--- config.mk ---
export PLATFORM = sky130hd
export DESIGN_NAME = shift_in_165_reader
export DESIGN_NICKNAME = d
export VERILOG_FILES = /design/src/rtl/shift_reg_pkg.sv /design/src/rtl/half_period_timer.sv /design/src/rtl/shift_in_165_reader.sv
export SDC_FILE = /design/constraint.sdc
export NUM_CORES = 1
export LEC_CHECK = 0
export ABC_CLOCK_PERIOD_IN_PS = 3000
export CORE_MARGIN = 1
export CORE_UTILIZATION = 35
export DETAILED_ROUTE_END_ITERATION = 10
export MAX_ROUTING_LAYER = met4
export PLACE_DENSITY = 0.59
export RECOVER_POWER = 50
export SYNTH_ARGS = -nofsm -noshare
export SYNTH_HDL_FRONTEND = slang
export SYNTH_HIERARCHICAL = 1
export SYNTH_SLANG_ARGS = --single-unit
--- constraint.sdc ---
create_clock -name clk_i -period 3 [get_ports clk_i]
set_input_delay 0.45 -clock clk_i [delete_from_list [all_inputs] [get_ports clk_i]]
set_output_delay 0.45 -clock clk_i [all_outputs]
set_load 0.03 [all_outputs]
--- src/rtl/shift_reg_pkg.sv ---
// Shared types and constants for the 74HC165 chain reader: FSM state encoding
// and divider defaults.
package shift_reg_pkg;

  localparam int DEFAULT_CLK_DIV = 1;
  localparam int DIV_CNT_W       = 8;

  typedef enum logic [2:0] {
    ST_IDLE,
    ST_LOAD,
    ST_SETTLE,
    ST_CLK_HI,
    ST_CLK_LO,
    ST_DONE
  } state_t;

  // The timer counts reload..0 inclusive, so a phase of N cycles reloads with N-1.
  function automatic logic [DIV_CNT_W-1:0] div_reload(input int clk_div);
    return DIV_CNT_W'(clk_div - 1);
  endfunction

endpackage

--- src/rtl/half_period_timer.sv ---
// Down-counter that times one LOAD/SETTLE/CLK_HI/CLK_LO phase of CLK_DIV cycles;
// done_o is the terminal-count compare and is high on the last cycle of a phase.
module half_period_timer
  import shift_reg_pkg::*;
#(
  parameter int CLK_DIV = DEFAULT_CLK_DIV
) (
  input  logic clk_i,
  input  logic rst_i,
  input  logic load_i,
  output logic done_o
);

  localparam logic [DIV_CNT_W-1:0] RELOAD = div_reload(CLK_DIV);

  logic [DIV_CNT_W-1:0] cnt;

  always_ff @(posedge clk_i or posedge rst_i) begin
    if (rst_i) begin
      cnt <= '0;
    end else if (load_i) begin
      cnt <= RELOAD;
    end else if (cnt != '0) begin
      cnt <= cnt - 1'b1;
    end
  end

  assign done_o = (cnt == '0);

endmodule

--- src/rtl/shift_in_165_reader.sv ---
// Reads a chain of NUM_ICS daisy-chained 74HC165s into one W-bit word per trigger.
// Optional changed_o output is enabled with SHIFT_IN_165_CHANGE_DETECT_EN.
//
// state     | meaning
// ----------+-------------------------------------------------
// ST_IDLE   | waiting for trigger_i, PL high, CP low
// ST_LOAD   | PL low, chips latch parallel inputs
// ST_SETTLE | PL high, first bit sampled on last cycle
// ST_CLK_HI | CP high, chain shifts by one
// ST_CLK_LO | CP low, next bit sampled on last cycle
// ST_DONE   | word presented on data_o with valid_o
module shift_in_165_reader
  import shift_reg_pkg::*;
#(
  parameter int NUM_ICS = 2,
  parameter int CLK_DIV = DEFAULT_CLK_DIV,
  localparam int W      = NUM_ICS * 8
) (
  input  logic         clk_i,
  input  logic         rst_i,
  input  logic         trigger_i,
  input  logic         serial_i,
  output logic         pl_n_o,
  output logic         sclk_o,
  output logic         busy_o,
  output logic         valid_o,
`ifdef SHIFT_IN_165_CHANGE_DETECT_EN
  output logic         changed_o,
`endif
  output logic [W-1:0] data_o
);

  localparam int BW = $clog2(W);
  localparam logic [BW-1:0] LAST_BIT = BW'(W - 1);

  state_t          state;
  logic [BW-1:0]   bit_cnt;
  logic [W-1:0]    shreg;
  logic [W-1:0]    shift_next;
  logic            tmr_load;
  logic            tmr_done;

  assign shift_next = {shreg[W-2:0], serial_i};

  // Reload the timer on every transition into a timed phase.
  always_comb begin
    tmr_load = 1'b0;
    case (state)
      ST_IDLE:   tmr_load = trigger_i;
      ST_LOAD,
      ST_SETTLE,
      ST_CLK_HI: tmr_load = tmr_done;
      ST_CLK_LO: tmr_load = tmr_done && (bit_cnt != LAST_BIT);
      default:   tmr_load = 1'b0;
    endcase
  end

  half_period_timer #(
    .CLK_DIV (CLK_DIV)
  ) u_timer (
    .clk_i  (clk_i),
    .rst_i  (rst_i),
    .load_i (tmr_load),
    .done_o (tmr_done)
  );

  always_ff @(posedge clk_i or posedge rst_i) begin
    if (rst_i) begin
      state     <= ST_IDLE;
      bit_cnt   <= '0;
      shreg     <= '0;
      pl_n_o    <= 1'b1;
      sclk_o    <= 1'b0;
      busy_o    <= 1'b0;
      valid_o   <= 1'b0;
      data_o    <= '0;
`ifdef SHIFT_IN_165_CHANGE_DETECT_EN
      changed_o <= 1'b0;
`endif
    end else begin
      valid_o   <= 1'b0;
`ifdef SHIFT_IN_165_CHANGE_DETECT_EN
      changed_o <= 1'b0;
`endif
      case (state)
        ST_IDLE: begin
          if (trigger_i) begin
            state   <= ST_LOAD;
            bit_cnt <= '0;
            pl_n_o  <= 1'b0;
            busy_o  <= 1'b1;
          end
        end
        ST_LOAD: begin
          if (tmr_done) begin
            state  <= ST_SETTLE;
            pl_n_o <= 1'b1;
          end
        end
        ST_SETTLE: begin
          if (tmr_done) begin
            shreg   <= shift_next;
            bit_cnt <= bit_cnt + 1'b1;
            state   <= ST_CLK_HI;
            sclk_o  <= 1'b1;
          end
        end
        ST_CLK_HI: begin
          if (tmr_done) begin
            state  <= ST_CLK_LO;
            sclk_o <= 1'b0;
          end
        end
        ST_CLK_LO: begin
          if (tmr_done) begin
            shreg <= shift_next;
            if (bit_cnt == LAST_BIT) begin
              // The last sample goes straight to data_o so it is visible in DONE.
              state     <= ST_DONE;
              data_o    <= shift_next;
              valid_o   <= 1'b1;
`ifdef SHIFT_IN_165_CHANGE_DETECT_EN
              changed_o <= (shift_next != data_o);
`endif
            end else begin
              bit_cnt <= bit_cnt + 1'b1;
              state   <= ST_CLK_HI;
              sclk_o  <= 1'b1;
            end
          end
        end
        ST_DONE: begin
          state  <= ST_IDLE;
          busy_o <= 1'b0;
        end
        default: begin
          state  <= ST_IDLE;
          pl_n_o <= 1'b1;
          sclk_o <= 1'b0;
          busy_o <= 1'b0;
        end
      endcase
    end
  end

endmodule

==> impl_metrics.py, run 1 <==
metrics = {
    "setup_path": {
        "cp.arrival_ns": 2.84,
        "crit_family": "simple AND/OR/NAND/NOR gates",
        "crit_path_max_fanout": 10,
        "worstPathCellList": "inv_1, ha_1, inv_1, nor3_2, and4bb_4, nand2_1, o21ai_1, nand2b_1, a21oi_1, a31o_2",
        "end_kind": "register",
        "critical-path-max-stage-delay_ns": 0.41,
        "crit_buf_inv": 2,
        "slowest_stage": "dfrtp_1",
        "start_kind": "register",
        "crit_type": "register to register",
        "timing.reg2reg.setup_slack_ns": 0.35,
        "critPathRequiredTime_ns": 3.20,
        "path_common_cell": "inv_1",
    },
    "flow_run": {
        "drv_cap": 0,
    },
    "clock_tree": {
        "cts_buffers": 5,
        "postCtsSetupBuffers": 0,
        "cts_tree": "done",
        "cts_max_level": 2,
        "max-clock-path-buffers": 2,
        "clockRootBuffer": "clkbuf_8",
        "insertion_delay_ns": 0.30,
        "path_clk_slew_ns": 0.09,
        "cts_sinks": 50,
    },
    "sta": {
        "layout_min_cycle_time_ns": 2.646,
        "fin_setup_tns_ns": 0,
        "setup_viol": 0,
        "worst_pin_slew_ns": 1.023,
        "fmax_ghz": 0.3779,
        "fin_ws_ns": 0.3540,
        "slew_headroom": 0.3178,
        "skew_ns": 0.005052,
        "finalHoldViolations": 0,
        "slew_viol_final": 0,
        "rsz0062_at_grt": "false",
        "period_share": 0.8820,
    },
    "power": {
        "p_leak_nw": 1.269,
        "max-vdd-ir-drop_v": 0.0002349,
        "power_density_mw_per_mm2": 821.8,
    },
    "drt": {
        "drt_iter0_drc": 55,
        "drt_pass1_iterations": 7,
        "num_vias": 1463,
        "wl_per_cell_um": 13.92,
        "drcViolationCount": 2,
        "antenna_left": 0,
        "avgViaCountPerCell": 5.098,
        "wirelength_um": 3994,
    },
    "global_route": {
        "grt_usage": 0.1304,
        "grt_pass1_vias": 1479,
        "grt_max_degree": 43,
        "grt_pass1_wl_um": 7051,
        "gr-total-overflow": 0,
        "antenna_found_initial": 0,
    },
    "place": {
        "post-place-ws_ns": 0.2554,
        "placement.io_buffers": 23,
        "gp_congestion": 0.9006,
        "hpwl_um": 2672,
    },
    "yosys": {
        "yosysWarnings": 6,
        "synth_seq_area_share": 0.5330,
        "synth_area_sq_mm": 0.002350,
        "synth_top_area_frac": 0.5218,
        "synth_cell_type_count": 51,
        "ys_ff_latch": 50,
        "synth_edf_count": 0,
        "syn_inst": 186,
        "synth_commonest_cells": "dfrtp_1 (49), mux2_2 (24), inv_1 (10), mux2_4 (9)",
        "yosys.cell_count.top_type": "dfrtp_1",
        "synth_top_flop_cell": "dfrtp_1",
        "synthTopCellsByArea": "dfrtp_1 (52%), mux2_2 (12%), mux2_4 (5.8%), inv_1 (1.6%), buf_6 (1.4%)",
        "async_flop_share": 1.000,
        "avgSynthCellArea_sq_um": 12.63,
        "yosysTopAreaCell": "dfrtp_1",
        "synthesis.nets": 192,
    },
    "finish": {
        "diodes": 0,
        "fillerInstances": 593,
        "fin_nets": 216,
        "multi_input_area_sq_um": 994.7,
        "drive_above_1_share": 0.2667,
        "seqCellArea_sq_mm": 0.001252,
        "syn_to_final_growth_pct": 15.55,
    },
    "floorplanning": {
        "num_rows": 29,
        "die_w_um": 83.94,
        "die-area_sq_mm": 0.007045,
        "die_y_um": 83.94,
        "core_sq_mm": 0.006422,
        "boundaryPins": 24,
        "initial_utilization": 0.3659,
    },
    "outcome": {
        "failed_checks": "DRC",
        "outcome": "finished with violations",
    },
    "min_path": {
        "min_path_type": "register to register",
    },
}
==> registers in the layout (all words and copies together) (netlist names) <==
name and cells:
valid_o 1, pl_n_o 1, sclk_o 1, busy_o 1, u_timer/cnt 8, shreg 15
bit_cnt 4, state 3, data_o 16
==> layer usage <==
layer  routed length [um]  up-vias  global-route usage
li1                     -      720                   -
met1                 1954      716              0.1680
met2                 1839       21              0.1945
met3                  121        6             0.03066
met4                   79        0             0.06113
met5                    0        -                   -
==> what timing repair did <==
item | in CTS | in global routing
setup endpoints to repair | 0 | 3
hold buffers | 0 | 0
resized for setup | 0 | 1
endpoints found under the hold margin | 0 | 0
==> metrics by stage <==
step	util	area [sq um]	power, mW	cells	hold WS, ns
after global placement	0.4101	2634	1.866	280	0.4915
after floorplan	-	2350	1.703	186	0.2657
after global routing	0.4228	2715	2.390	287	0.5321
final	0.4228	2715	2.231	287	0.5016
after detailed placement	0.4101	2634	1.877	280	0.4927
after CTS	0.4231	2718	2.271	287	0.4310
==> worst reg2reg max path, delay by kind of cell, from the launching register on <==
kind            cells  cell delay, ns
simple gates        4            1.01
compound gates      3            0.66
flops               1            0.41
buf+inv             2            0.23
fa+ha+maj           1            0.23
==> worst paths after layout <==
kind	from	to	depth (start not counted)
worst max register to register	u_timer/cnt[1]	u_timer/cnt[7]	10
max in group asynchronous	rst_i	data_o[3]	3
worst max-delay path	u_timer/cnt[1]	u_timer/cnt[7]	10
min in group asynchronous	rst_i	u_timer/cnt[1]	2
worst min-delay path	bit_cnt[0]	bit_cnt[0]	1
worst min register to register	bit_cnt[0]	bit_cnt[0]	1
==> cells in the final DEF, fill, tap and decap left out, types with 2 or more instances in the layout <==
cell type        instances
o21ai_0                  3
nand2b_1                 5
dlygate4sd3_1           10
o31ai_1                  2
nor4_1                   2
nor2_1                   5
nor3_1                   6
clkbuf_8                 5
a211o_1                  2
or2_2                    2
mux2_2                  24
ha_1                     2
mux2i_1                  3
o22ai_1                  4
a31oi_1                  4
buf_4                    2
clkinvlp_4               2
clkdlybuf4s50_1         13
dfrtp_1                 49
nand2_1                  5
a21oi_1                  6
mux2_4                   9
nor2b_1                  4
inv_1                   10
o221ai_1                 2
==> cell type report <==
type	instances	area share
Sequential cell	50	0.4613
Multi-Input combinational cell	117	0.3664
Timing Repair Buffer	26	0.09217
Tap cell	77	0.03548
Clock buffer	5	0.02535
Inverter	10	0.01382
Clock inverter	2	0.005530
==> power by group <==
group,switching (mW),internal (mW),total (mW),leakage [nW]
registers,0.165,0.869,1.03,0.643
clock network,0.221,0.159,0.380,0.0362
logic,0.391,0.426,0.816,0.589
total,0.777,1.45,2.23,1.27
==> cells by family after synthesis <==
kind of cell | count (synthesis) | share of synthesized area
AO/OA/AOI/OAI | 36 | 0.1097
XOR/XNOR | 1 | 0.006924
adder cells (fa/ha/maj) | 2 | 0.01065
buffers and inverters | 19 | 0.04366
flip-flops | 50 | 0.5330
multiplexers | 36 | 0.1853
AND/OR/NAND/NOR | 42 | 0.1108
Note: power is estimated with default switching activity, not from simulation.
==> run 2, diff against run 1 <==
Settings changed: ABC_CLOCK_PERIOD_IN_PS 3000 to not set.
==> results of run 2 <==
The final DEF is identical to that of run 1; final timing and power are the same.
==> run 3, diff against run 2 <==
Clock period 3 ns to 2.65 ns, I/O delays scaled along.
==> impl_metrics.py, run 3 (synthesis gave the netlist of run 1 again) <==
metrics = {
    "setup_path": {
        "crit_type": "register to register",
        "start_kind": "register",
        "cp.arrival_ns": 2.50,
        "crit_buf_inv": 3,
        "slowest_stage": "dfrtp_1",
        "crit_family": "simple AND/OR/NAND/NOR gates",
        "critPathRequiredTime_ns": 2.83,
        "critical-path-max-stage-delay_ns": 0.41,
        "end_kind": "register",
        "worstPathCellList": "inv_1, ha_1, inv_1, nor3_2, buf_4, and2b_1, nand2_2, mux2_2",
        "path_common_cell": "inv_1",
        "crit_path_max_fanout": 15,
    },
    "sta": {
        "fin_ws_ns": 0.3283,
        "period_share": 0.8761,
        "rsz0062_at_grt": "false",
        "skew_ns": 0.007043,
        "fmax_ghz": 0.4307,
        "worst_pin_slew_ns": 1.009,
        "layout_min_cycle_time_ns": 2.322,
        "fin_setup_tns_ns": 0,
        "setup_viol": 0,
        "slew_headroom": 0.3276,
        "finalHoldViolations": 0,
        "slew_viol_final": 0,
    },
    "finish": {
        "regMostFlops": "data_o",
        "final_util": 0.4263,
        "reg.largest.list": "data_o (16), shreg (15), u_timer/cnt (8)",
        "final_common_cell": "dfrtp_1",
        "multi_input_area_sq_um": 994.7,
        "diodes": 0,
        "seqCellArea_sq_mm": 0.001252,
        "fillerInstances": 575,
        "drive_above_1_share": 0.2736,
        "stdcell_area_sq_mm": 0.002738,
        "largest_reg_flops": 16,
        "final_cell_mix": "dfrtp_1 (49), mux2_2 (24), clkdlybuf4s50_1 (13)",
        "fin_nets": 217,
        "syn_to_final_growth_pct": 16.51,
    },
    "drt": {
        "drt_iter0_drc": 61,
        "wl_per_cell_um": 13.30,
        "drt_pass1_iterations": 7,
        "drcViolationCount": 2,
        "num_vias": 1483,
        "antenna_left": 0,
        "wirelength_um": 3845,
        "avgViaCountPerCell": 5.131,
    },
    "global_route": {
        "grt_usage": 0.1262,
        "grt_max_degree": 43,
        "grt_pass1_wl_um": 6906,
        "grt_pass1_vias": 1480,
        "gr-total-overflow": 0,
        "antenna_found_initial": 0,
    },
    "place": {
        "placement.io_buffers": 23,
        "gp_congestion": 0.9166,
        "hpwl_um": 2688,
        "post-place-ws_ns": 0.3364,
        "place_area_sq_mm": 0.002641,
    },
    "floorplanning": {
        "num_rows": 29,
        "initial_utilization": 0.3659,
        "die_w_um": 83.94,
        "boundaryPins": 24,
        "die-area_sq_mm": 0.007045,
        "core_sq_mm": 0.006422,
        "die_y_um": 83.94,
    },
    "min_path": {
        "min_path_type": "primary input to asynchronous set/reset pin",
    },
    "outcome": {
        "outcome": "finished with violations",
        "failed_checks": "DRC",
    },
    "clock_tree": {
        "post_cts_resized": 0,
        "postCtsSetupBuffers": 0,
        "cts_tree": "done",
        "cts_sinks": 50,
        "cts_buffers": 5,
        "path_clk_slew_ns": 0.09,
        "clockRootBuffer": "clkbuf_8",
        "max-clock-path-buffers": 2,
        "insertion_delay_ns": 0.30,
        "cts_max_level": 2,
        "cts_hold_buffers": 0,
    },
    "power": {
        "power_density_mw_per_mm2": 939.7,
        "max-vdd-ir-drop_v": 0.0002574,
        "p_leak_nw": 1.287,
        "power_mw": 2.573,
    },
    "flow_run": {
        "drv_cap": 0,
    },
}
-- run 3: area by class of cell --
cell class | instances | area share
Tap cell | 77 | 0.03519
Inverter | 10 | 0.01371
Timing Repair Buffer | 27 | 0.09415
Clock buffer | 6 | 0.03016
Multi-Input combinational cell | 117 | 0.3633
Sequential cell | 50 | 0.4575
Clock inverter | 2 | 0.005941
-- run 3: worst paths after layout --
| path | start | endpoint | slack [ns] | cells after the start |
|---|---|---|---|---|
| setup reg to reg | u_timer/cnt[0] | shreg[8] | 0.33 | 8 |
| min in group clk_i | data_o[7] | data_o[7] | 0.50 | 1 |
| max in group asynchronous | rst_i | data_o[10] | 1.15 | 3 |
| setup / recovery | u_timer/cnt[0] | shreg[8] | 0.33 | 8 |
| hold / removal | rst_i | u_timer/cnt[3] | 0.50 | 2 |
| hold reg to reg | data_o[7] | data_o[7] | 0.50 | 1 |
-- run 3: metrics by stage --
step                instances  hold WS (ns)
floorplan                 186        0.2132
detailed placement        281        0.4919
global placement          281        0.4885
finish                    289        0.4999
global route              289        0.5196
CTS                       289        0.3688
-- run 3: worst reg2reg max path: stages (launching register included) --
cell	delay, ns
dfrtp_1	0.41
inv_1	0.09
ha_1	0.26
inv_1	0.14
nor3_2	0.24
buf_4	0.21
and2b_1	0.25
nand2_2	0.26
mux2_2	0.35
-- run 3: report_power, final --
part | total, mW | switching [mW] | internal, mW
Clock | 0.463 | 0.248 | 0.215
Sequential | 1.17 | 0.185 | 0.984
Combinational | 0.940 | 0.448 | 0.492
Total | 2.57 | 0.881 | 1.69
-- run 3: per-layer routing --
| metal | vias up | share of wire | track usage |
|---|---|---|---|
| li1 | 727 | - | - |
| met1 | 730 | 0.49 | 0.1571 |
| met2 | 20 | 0.46 | 0.2004 |
| met3 | 6 | 0.028 | 0.02967 |
| met4 | 0 | 0.015 | 0.04702 |
| met5 | - | 0 | - |
